<file path="src/rtl/alu_issue_stage.sv">
// ID/EX issue register: decodes a MIPS instruction into the ALU control word
// and operand pair, and presents it to the EX-stage ALU behind a valid/ready
// handshake with stall and flush.
module alu_issue_stage #(
  parameter int         DW           = 32,
  parameter logic [4:0] ILLEGAL_CTRL = 5'b11111
) (
  input  logic          clk,
  input  logic          reset,
  input  logic          in_valid,
  output logic          in_ready,
  input  logic [31:0]   instr,
  input  logic [DW-1:0] rs_data,
  input  logic [DW-1:0] rt_data,
  input  logic          flush,
  output logic          out_valid,
  input  logic          out_ready,
  output logic [4:0]    alu_ctrl,
  output logic          alu_sign,
  output logic [DW-1:0] alu_in1,
  output logic [DW-1:0] alu_in2,
  output logic          illegal,
  output logic          illegal_sticky
);

  localparam logic [4:0] C_ADD = 5'd0, C_SUB = 5'd1, C_AND = 5'd2, C_OR  = 5'd3,
                         C_XOR = 5'd4, C_NOR = 5'd5, C_SLL = 5'd6, C_SRL = 5'd7,
                         C_SRA = 5'd8, C_SLT = 5'd9;

  logic [5:0]    op, funct;
  logic [DW-1:0] imm_se, imm_ze, shamt_ext, rs_shamt;

  logic [4:0]    dec_ctrl;
  logic          dec_sign;
  logic [DW-1:0] dec_in1, dec_in2;
  logic          dec_ill;

  logic          valid_q, valid_d;
  logic [4:0]    ctrl_q, ctrl_d;
  logic          sign_q, sign_d;
  logic [DW-1:0] in1_q, in1_d;
  logic [DW-1:0] in2_q, in2_d;
  logic          ill_q, ill_d;
  logic          sticky_q, sticky_d;
  logic          xfer;

  assign op        = instr[31:26];
  assign funct     = instr[5:0];
  assign imm_se    = {{(DW-16){instr[15]}}, instr[15:0]};
  assign imm_ze    = {{(DW-16){1'b0}}, instr[15:0]};
  assign shamt_ext = {{(DW-5){1'b0}}, instr[10:6]};
  assign rs_shamt  = {{(DW-5){1'b0}}, rs_data[4:0]};

  // Decode the ID-slot instruction into ALU control, sign and operands.
  always_comb begin
    dec_ctrl = ILLEGAL_CTRL;
    dec_sign = 1'b0;
    dec_in1  = '0;
    dec_in2  = '0;
    dec_ill  = 1'b1;
    if (op == 6'h00) begin
      dec_ill = 1'b0;
      dec_in1 = rs_data;
      dec_in2 = rt_data;
      case (funct)
        6'h20: begin dec_ctrl = C_ADD; dec_sign = 1'b1; end
        6'h21: dec_ctrl = C_ADD;
        6'h22: begin dec_ctrl = C_SUB; dec_sign = 1'b1; end
        6'h23: dec_ctrl = C_SUB;
        6'h24: dec_ctrl = C_AND;
        6'h25: dec_ctrl = C_OR;
        6'h26: dec_ctrl = C_XOR;
        6'h27: dec_ctrl = C_NOR;
        6'h2a: begin dec_ctrl = C_SLT; dec_sign = 1'b1; end
        6'h2b: dec_ctrl = C_SLT;
        6'h00: begin dec_ctrl = C_SLL; dec_in1 = shamt_ext; end
        6'h02: begin dec_ctrl = C_SRL; dec_in1 = shamt_ext; end
        6'h03: begin dec_ctrl = C_SRA; dec_in1 = shamt_ext; end
        6'h04: begin dec_ctrl = C_SLL; dec_in1 = rs_shamt; end
        6'h06: begin dec_ctrl = C_SRL; dec_in1 = rs_shamt; end
        6'h07: begin dec_ctrl = C_SRA; dec_in1 = rs_shamt; end
        6'h08: begin dec_ctrl = C_ADD; dec_in2 = '0; end
        default: begin
          dec_ill = 1'b1;
          dec_in1 = '0;
          dec_in2 = '0;
        end
      endcase
    end else begin
      dec_ill = 1'b0;
      dec_in1 = rs_data;
      dec_in2 = imm_se;
      case (op)
        6'h08: begin dec_ctrl = C_ADD; dec_sign = 1'b1; end
        6'h09: dec_ctrl = C_ADD;
        6'h0c: begin dec_ctrl = C_AND; dec_in2 = imm_ze; end
        6'h0d: begin dec_ctrl = C_OR;  dec_in2 = imm_ze; end
        6'h0e: begin dec_ctrl = C_XOR; dec_in2 = imm_ze; end
        6'h0a: begin dec_ctrl = C_SLT; dec_sign = 1'b1; end
        6'h0b: dec_ctrl = C_SLT;
        // lui is issued as a left shift of the zero-extended immediate by 16
        6'h0f: begin dec_ctrl = C_SLL; dec_in1 = DW'(16); dec_in2 = imm_ze; end
        6'h23, 6'h2b: dec_ctrl = C_ADD;
        6'h04, 6'h05: begin dec_ctrl = C_SUB; dec_in2 = rt_data; end
        default: begin
          dec_ill = 1'b1;
          dec_in1 = '0;
          dec_in2 = '0;
        end
      endcase
    end
  end

  // The stage accepts whenever its register is empty or being drained; it is
  // also open while reset is held since the register is being cleared anyway.
  assign in_ready = reset || !valid_q || out_ready;
  assign xfer     = in_valid && in_ready;

  // Next-state for the issue register: flush beats transfer beats drain.
  always_comb begin
    valid_d  = valid_q;
    ctrl_d   = ctrl_q;
    sign_d   = sign_q;
    in1_d    = in1_q;
    in2_d    = in2_q;
    ill_d    = ill_q;
    sticky_d = sticky_q;
    if (flush) begin
      valid_d = 1'b0;
      ill_d   = 1'b0;
    end else if (xfer) begin
      valid_d  = 1'b1;
      ctrl_d   = dec_ctrl;
      sign_d   = dec_sign;
      in1_d    = dec_in1;
      in2_d    = dec_in2;
      ill_d    = dec_ill;
      sticky_d = sticky_q | dec_ill;
    end else if (out_ready) begin
      valid_d = 1'b0;
    end
  end

  // Issue register with synchronous reset.
  always_ff @(posedge clk) begin
    if (reset) begin
      valid_q  <= 1'b0;
      ctrl_q   <= '0;
      sign_q   <= 1'b0;
      in1_q    <= '0;
      in2_q    <= '0;
      ill_q    <= 1'b0;
      sticky_q <= 1'b0;
    end else begin
      valid_q  <= valid_d;
      ctrl_q   <= ctrl_d;
      sign_q   <= sign_d;
      in1_q    <= in1_d;
      in2_q    <= in2_d;
      ill_q    <= ill_d;
      sticky_q <= sticky_d;
    end
  end

  assign out_valid      = valid_q;
  assign alu_ctrl       = ctrl_q;
  assign alu_sign       = sign_q;
  assign alu_in1        = in1_q;
  assign alu_in2        = in2_q;
  assign illegal        = ill_q;
  assign illegal_sticky = sticky_q;

endmodule

</file>
<file path="config.mk">
export PLATFORM = sky130hd
export DESIGN_NAME = alu_issue_stage
export DESIGN_NICKNAME = d
export VERILOG_FILES = /design/src/rtl/alu_issue_stage.sv
export SDC_FILE = /design/constraint.sdc
export NUM_CORES = 1
export LEC_CHECK = 0
export ABC_AREA = 1
export BUFFER_PORTS_ARGS = -buffer_cell sky130_fd_sc_hd__buf_4
export CAP_MARGIN = 20
export CORE_MARGIN = 2
export CORE_UTILIZATION = 43
export CTS_CLUSTER_SIZE = 8
export DETAILED_ROUTE_END_ITERATION = 6
export GPL_TIMING_DRIVEN = 0
export PLACE_DENSITY = 0.87
export RECOVER_POWER = 25
export SLEW_MARGIN = 25
export SYNTH_ARGS = -nofsm -noshare
export SYNTH_HDL_FRONTEND = slang
export SYNTH_SLANG_ARGS = --single-unit
</file>
<file path="constraint.sdc">
create_clock -name clk -period 1.3 [get_ports clk]
set_input_delay 0.13 -clock clk [delete_from_list [all_inputs] [get_ports clk]]
set_output_delay 0.13 -clock clk [all_outputs]
set_load 0.05 [all_outputs]
</file>
==> results.sh, run 1 <==
export IMPL_grt_pass1_wl_um=18500
export IMPL_synthesis_area_um2=3790
export IMPL_maxCapViolCount=0
export IMPL_violations="negative setup slack"
export IMPL_route_vias_total=4274
export IMPL_synth_area_leaders="dfxtp_1, nand2_1, nand3_1, a21oi_1, o21a_1"
export IMPL_drc_errors=0
export IMPL_syn_num_nets=645
export IMPL_drtPass1Iterations=5
export IMPL_synthFlopType="dfxtp_1"
export IMPL_synth_simple_area_share_pct=34.3
export IMPL_rr_worst_depth=10
export IMPL_fin_cells=843
export IMPL_cts_root_buffer="clkbuf_8"
export IMPL_initial_core_util_pct=43.9
export IMPL_place_gp_congestion=0.902
export IMPL_crit_fanout=7
export IMPL_synth_most_common_cell="nand2_1"
export IMPL_nFillCells=700
export IMPL_pwr_density_cell_nw_per_um2=1030
export IMPL_antenna_found_initial=0
export IMPL_ctsLongestPathBuffers=2
export IMPL_layout_min_cycle_time_ns=1.38
export IMPL_htreeDepth=3
export IMPL_fp_dieH_um=97.9
export IMPL_nNetsFinal=831
export IMPL_seq_area_frac_synth_pct=38.6
export IMPL_synth_mux_area_fraction_pct=0
export IMPL_wl_met3_um=1020
export IMPL_async_reset_ff_share_pct=0
export IMPL_startpoint_type="register"
export IMPL_endpoint="alu_in2[6]$_SDFFE_PP0P_"
export IMPL_grt_max_degree=14
export IMPL_drv_slew=0
export IMPL_synth_cells=544
export IMPL_synth_top_family_by_area="simple AND/OR/NAND/NOR gates"
export IMPL_p_leak_nw=2.84
export IMPL_max_vdd_ir_drop_uv=785
export IMPL_synth_edf_count=0
export IMPL_portBuffers=163
export IMPL_ys_types=28
export IMPL_endpoint_kind="register"
export IMPL_fin_skew_ns=0.0138
export IMPL_cts_buffers=9
export IMPL_wl_per_cell_um=14.2
export IMPL_timing_rr_start="out_valid$_SDFFE_PP0P_"
export IMPL_clkLatencyLatePin_ns=0.35
export IMPL_ys_ff_latch=73
export IMPL_rr_endpoint="alu_in2[6]$_SDFFE_PP0P_"
export IMPL_worst_pin_slew_ns=0.482
export IMPL_synth_top_area_share_pct=38.6
export IMPL_core_um2=8640
export IMPL_min_delay_path_depth=3
export IMPL_synth_xor_area_share_pct=0
export IMPL_status="finished with violations"
export IMPL_wl_met1_um=4640
export IMPL_synthAdderAreaFrac_pct=0
export IMPL_track_usage_pct=23.7
export IMPL_wirelength_um=11900
export IMPL_placedCellCount=815
export IMPL_cts_tree="yes"
export IMPL_critPathArrivalTime_ns=1.63
export IMPL_grt_ovfl_total=0
export IMPL_cts_sinks=73
export IMPL_syn_avg_cell_area_um2=6.96
export IMPL_ys_top_cells_by_count="nand2_1, dfxtp_1, inv_1, nand3_1, a21oi_1"
export IMPL_rrSetupSlack_ns=-0.08
export IMPL_synth_compound_area_share_pct=16.5
export IMPL_final_util_pct=65.5
export IMPL_yosysTopAreaCell="dfxtp_1"
export IMPL_die_x_um=97.9
export IMPL_detail_route_antenna_nets=0
export IMPL_rows=34
export IMPL_syn_to_final_growth_pct=49.4
export IMPL_hold_violations=0
export IMPL_startpoint="out_valid$_SDFFE_PP0P_"
export IMPL_highest_layer="met4"
export IMPL_drive_above_1_share_pct=38.5
export IMPL_finalCritPeriodShare_pct=106
export IMPL_wl_met2_um=6010
export IMPL_rsz0062_at_grt="true"
export IMPL_drt_iter0_drc=176
export IMPL_slew_headroom_pct=67.9
export IMPL_vias_per_cell=5.07
export IMPL_path_class="reg2reg"
export IMPL_diodes=0
export IMPL_setup_violations_final=56
export IMPL_clkTransAtPathRegs_ns=0.08
export IMPL_first_global_vias=4015
export IMPL_multiInputGateArea_um2=2030
export IMPL_fin_ws_ns=-0.0752
export IMPL_regArea_um2=1470
export IMPL_dp_hpwl_um=8840
export IMPL_hold_slack_ns=0.0289
export IMPL_ys_warn_count=0
export IMPL_ios=175
export IMPL_crit_required_ns=1.55
export IMPL_fp_dieArea_um2=9570
export IMPL_hold_path_class="in2reg"
export IMPL_fmaxAchievable_mhz=727
-- stage by stage --
step	setup slack, ns	setup TNS (ns)	instance area [um2]	total power [W]
finish	-0.0752	-1.37	5660	0.00582
global route	-0.163	-7.22	5660	0.00606
CTS	-0.0586	-0.754	5610	0.00583
detailed placement	-0.431	-15.72	5240	0.00381
global placement	-0.394	-13.21	5240	0.00378
floorplan	-0.159	-9.22	3880	0.00327
-- worst min path at each step --
| stage | start | end |
|---|---|---|
| 2_1_floorplan | in_valid | out_valid$_SDFFE_PP0P_ |
| 3_5_place_dp | reset | alu_in1[31]$_SDFFE_PP0P_ |
| 6_report | in_valid | out_valid$_SDFFE_PP0P_ |
| 5_1_grt | rs_data[7] | alu_in1[7]$_SDFFE_PP0P_ |
| 4_1_cts | in_valid | out_valid$_SDFFE_PP0P_ |
| 3_3_place_gp | reset | alu_in1[31]$_SDFFE_PP0P_ |
-- worst max-delay path, cell delays in order (launching register included) --
cell       delay [ns]
dfxtp_4          0.36
nand3_4          0.07
nand2_4          0.07
nor2_8           0.16
inv_6            0.07
buf_12           0.15
clkbuf_16        0.15
a21oi_2          0.10
nand2_1          0.05
nand2_1          0.05
inv_1            0.04
-- timing repair --
item | CTS | global route
endpoints found under the setup margin | 61 | 68
hold buffers | 1 | 0
pin swaps | 5 | 7
cloned | 2 | 1
gates resized for setup | 16 | 14
endpoints found under the hold margin | 1 | 0
buffers inserted | 7 | 2
-- layout by cell type (no fill, tap or decap), drive strengths merged --
| cell | n |
|---|---|
| or2 | 1 |
| nor2 | 18 |
| nand2 | 188 |
| o211ai | 1 |
| o31ai | 1 |
| nand3 | 61 |
| nand3b | 2 |
| dfxtp | 73 |
| o21ai | 8 |
| clkbuf | 38 |
| o21a | 36 |
| clkinvlp | 1 |
| nor3 | 1 |
| bufinv | 2 |
| dlygate4sd3 | 1 |
| a21oi | 57 |
| buf | 174 |
| inv | 64 |
| clkinv | 2 |
| nand4 | 6 |
-- cell families (layout without fill, tap and decap cells) --
kind of cell           count (synthesis)  in the layout
AO/OA/AOI/OAI                        103            103
flip-flops                            73             73
AND/OR/NAND/NOR                      277            277
buffers and inverters                 91            282
-- sequential cells by signal (all words and copies together), names as in the netlist --
register and count:
alu_in1 32, alu_in2 32, alu_ctrl 5, alu_sign 1, illegal 1, illegal_sticky 1, out_valid 1
-- routing by layer --
layer / up-vias / global-route usage, %
met5: - / 0
met4: 0 / 8.87
met3: 22 / 6.59
met2: 190 / 42.4
met1: 1954 / 26.7
li1: 2108 / -
-- power breakdown --
group	leakage [nW]	switching (W)	internal, W	total (W)
logic	2.14	0.000890	0.000559	0.00145
clock network	0.107	0.000891	0.00109	0.00198
registers	0.597	0.0000596	0.00234	0.00240
total	2.84	0.00184	0.00398	0.00582
-- cell type report --
class | instances | share of cell area, %
repair buffers | 176 | 23.8
clock buffers | 10 | 2.26
flip-flops and latches | 73 | 25.9
multi-input cells | 380 | 35.9
plain buffers | 27 | 3.82
well taps | 108 | 2.39
inverters | 63 | 4.31
clock inverters | 6 | 1.59
Note: power is estimated with default switching activity, not from simulation.
==> run 2, diff against run 1 <==
==> constraint.sdc (replaced) <==
create_clock -name clk -period 1.23 [get_ports clk]
set_input_delay 0.123 -clock clk [delete_from_list [all_inputs] [get_ports clk]]
set_output_delay 0.123 -clock clk [all_outputs]
set_load 0.1 [all_outputs]
==> run 2 against run 1 <==
The run still ends with negative setup slack left. Die area unchanged. Fmax fell by 3.2%. Count of clock-buffer cells in the layout did not move. Via count rose by 3.5%. Critical path type unchanged.
==> results.sh, run 2 (synthesis results as in run 1) <==
export IMPL_initial_core_util_pct=43.9
export IMPL_cts_tree="yes"
export IMPL_crit_fanout=6
export IMPL_finalCritPeriodShare_pct=115
export IMPL_diodes=0
export IMPL_grt_ovfl_total=0
export IMPL_critPathArrivalTime_ns=1.67
export IMPL_final_cell_mix="buf_4, nand2_1, dfxtp_1, inv_1, nand2_2"
export IMPL_fin_skew_ns=0.0104
export IMPL_place_area_um2=5210
export IMPL_grt_max_degree=14
export IMPL_fmaxAchievable_mhz=704
export IMPL_syn_to_final_growth_pct=67.6
export IMPL_crit_buf_inv=4
export IMPL_crit_required_ns=1.48
export IMPL_wirelength_um=13900
export IMPL_fp_dieArea_um2=9570
export IMPL_layout_min_cycle_time_ns=1.42
export IMPL_cts_root_buffer="clkbuf_8"
export IMPL_htreeDepth=3
export IMPL_hold_slack_ns=0.0202
export IMPL_wl_per_cell_um=16.3
export IMPL_setup_violations_final=69
export IMPL_fin_ws_ns=-0.190
export IMPL_fin_area_um2=6350
export IMPL_clkTransAtPathRegs_ns=0.09
export IMPL_ctsLongestPathBuffers=2
export IMPL_track_usage_pct=26.3
export IMPL_vias_per_cell=5.17
export IMPL_drv_slew=0
export IMPL_nNetsFinal=844
export IMPL_place_gp_congestion=0.886
export IMPL_pwr_density_cell_nw_per_um2=1040
export IMPL_antenna_found_initial=0
export IMPL_fp_dieH_um=97.9
export IMPL_path_class="reg2reg"
export IMPL_endpoint_kind="register"
export IMPL_rr_endpoint="alu_in2[15]$_SDFFE_PP0P_"
export IMPL_hold_violations=0
export IMPL_status="finished with violations"
export IMPL_max_vdd_ir_drop_uv=601
export IMPL_nFillCells=609
export IMPL_cp_cell_sequence="nand3_4, nand2_4, nor2_8, inv_6, buf_12, clkbuf_16, a21oi_2, nand2_1, nand2_1, inv_1"
export IMPL_cpMostUsedCell="nand2_1"
export IMPL_slew_headroom_pct=49.8
export IMPL_dp_hpwl_um=8680
export IMPL_clkLatencyLatePin_ns=0.35
export IMPL_hp_start="in_valid"
export IMPL_startpoint_type="register"
export IMPL_layout_commonest_cell="buf_4"
export IMPL_rsz0062_at_grt="true"
export IMPL_grt_pass1_wl_um=20600
export IMPL_core_um2=8640
export IMPL_post_place_ws_ns=-0.376
export IMPL_die_x_um=97.9
export IMPL_drt_iter0_drc=216
export IMPL_rrSetupSlack_ns=-0.19
export IMPL_drive_above_1_share_pct=49.7
export IMPL_detail_route_antenna_nets=0
export IMPL_worst_pin_slew_ns=0.753
export IMPL_cp_slowest_cell="dfxtp_4"
export IMPL_hold_path_class="in2reg"
export IMPL_first_global_vias=4310
export IMPL_rr_worst_depth=10
export IMPL_violations="negative setup slack"
export IMPL_cts_buffers=9
export IMPL_route_vias_total=4424
export IMPL_drc_errors=0
export IMPL_maxCapViolCount=0
export IMPL_cts_sinks=73
export IMPL_slowest_delay_ns=0.36
export IMPL_p_leak_nw=3.00
export IMPL_crit_family="buffers and inverters"
export IMPL_min_delay_path_depth=3
export IMPL_portBuffers=163
export IMPL_timing_rr_start="out_valid$_SDFFE_PP0P_"
export IMPL_rows=34
export IMPL_hold_end="out_valid$_SDFFE_PP0P_"
export IMPL_ios=175
export IMPL_drtPass1Iterations=5
[run 2: how the worst max path moves through the flow]
stage                                start                        to  slack [ns]  cells past startpoint
floorplan           out_valid$_SDFFE_PP0P_  alu_ctrl[0]$_SDFFE_PP0P_       -0.50                      8
global placement                     reset  alu_in2[31]$_SDFFE_PP0P_       -0.33                     11
detailed placement               instr[26]  alu_in1[29]$_SDFFE_PP0P_       -0.38                     10
CTS                 out_valid$_SDFFE_PP0P_  alu_in2[10]$_SDFFE_PP0P_       -0.14                     10
global route        out_valid$_SDFFE_PP0P_  alu_in2[15]$_SDFFE_PP0P_       -0.27                     10
finish              out_valid$_SDFFE_PP0P_  alu_in2[15]$_SDFFE_PP0P_       -0.19                     10
[run 2: tightest hold or removal path, cell delays in order]
cell     delay, ns
buf_4         0.10
a21oi_1       0.04
nor2_1        0.08
[run 2: area by class of cell]
class | count | area [um2] | area share, %
multi-input combinational | 380 | 2400 | 37.7
timing repair buffer | 188 | 1600 | 25.2
sequential | 73 | 1470 | 23.1
buffer | 28 | 303 | 4.77
inverter | 63 | 254 | 4.00
tap | 108 | 135 | 2.13
clock buffer | 10 | 128 | 2.01
clock inverter | 6 | 68.8 | 1.08
[run 2: metal layers]
| metal | up-vias | global-route usage [%] | wire length, um | share of wire (%) |
|---|---|---|---|---|
| li1 | 2141 | - | - | - |
| met1 | 2061 | 30.9 | 5470 | 39 |
| met2 | 202 | 47.3 | 7130 | 51 |
| met3 | 20 | 7.09 | 1120 | 8.1 |
| met4 | 0 | 7.05 | 203 | 1.5 |
| met5 | - | 0 | 0 | 0 |
[run 2: stage by stage]
stage	utilization [%]	cells	total power [W]	setup TNS [ns]
after floorplan	-	544	0.00385	-33.95
after global placement	60.3	815	0.00439	-17.32
after detailed placement	60.3	815	0.00442	-19.83
after CTS	69.7	852	0.00648	-7.04
after global routing	73.5	856	0.00687	-10.92
final	73.5	856	0.00663	-6.51
[run 2: timing repair]
action                     4_1_cts  5_1_grt
pin swaps                       48       32
gates resized for setup        101       69
setup endpoints to repair       67       73
setup buffers                   12        1
hold endpoints to repair         1        0
cloned                           8        3
hold buffers                     1        0
[run 2: power by group]
part           internal, W  switching [W]
registers          0.00247      0.0000662
logic             0.000711        0.00146
clock network     0.000945       0.000974
total              0.00413        0.00250
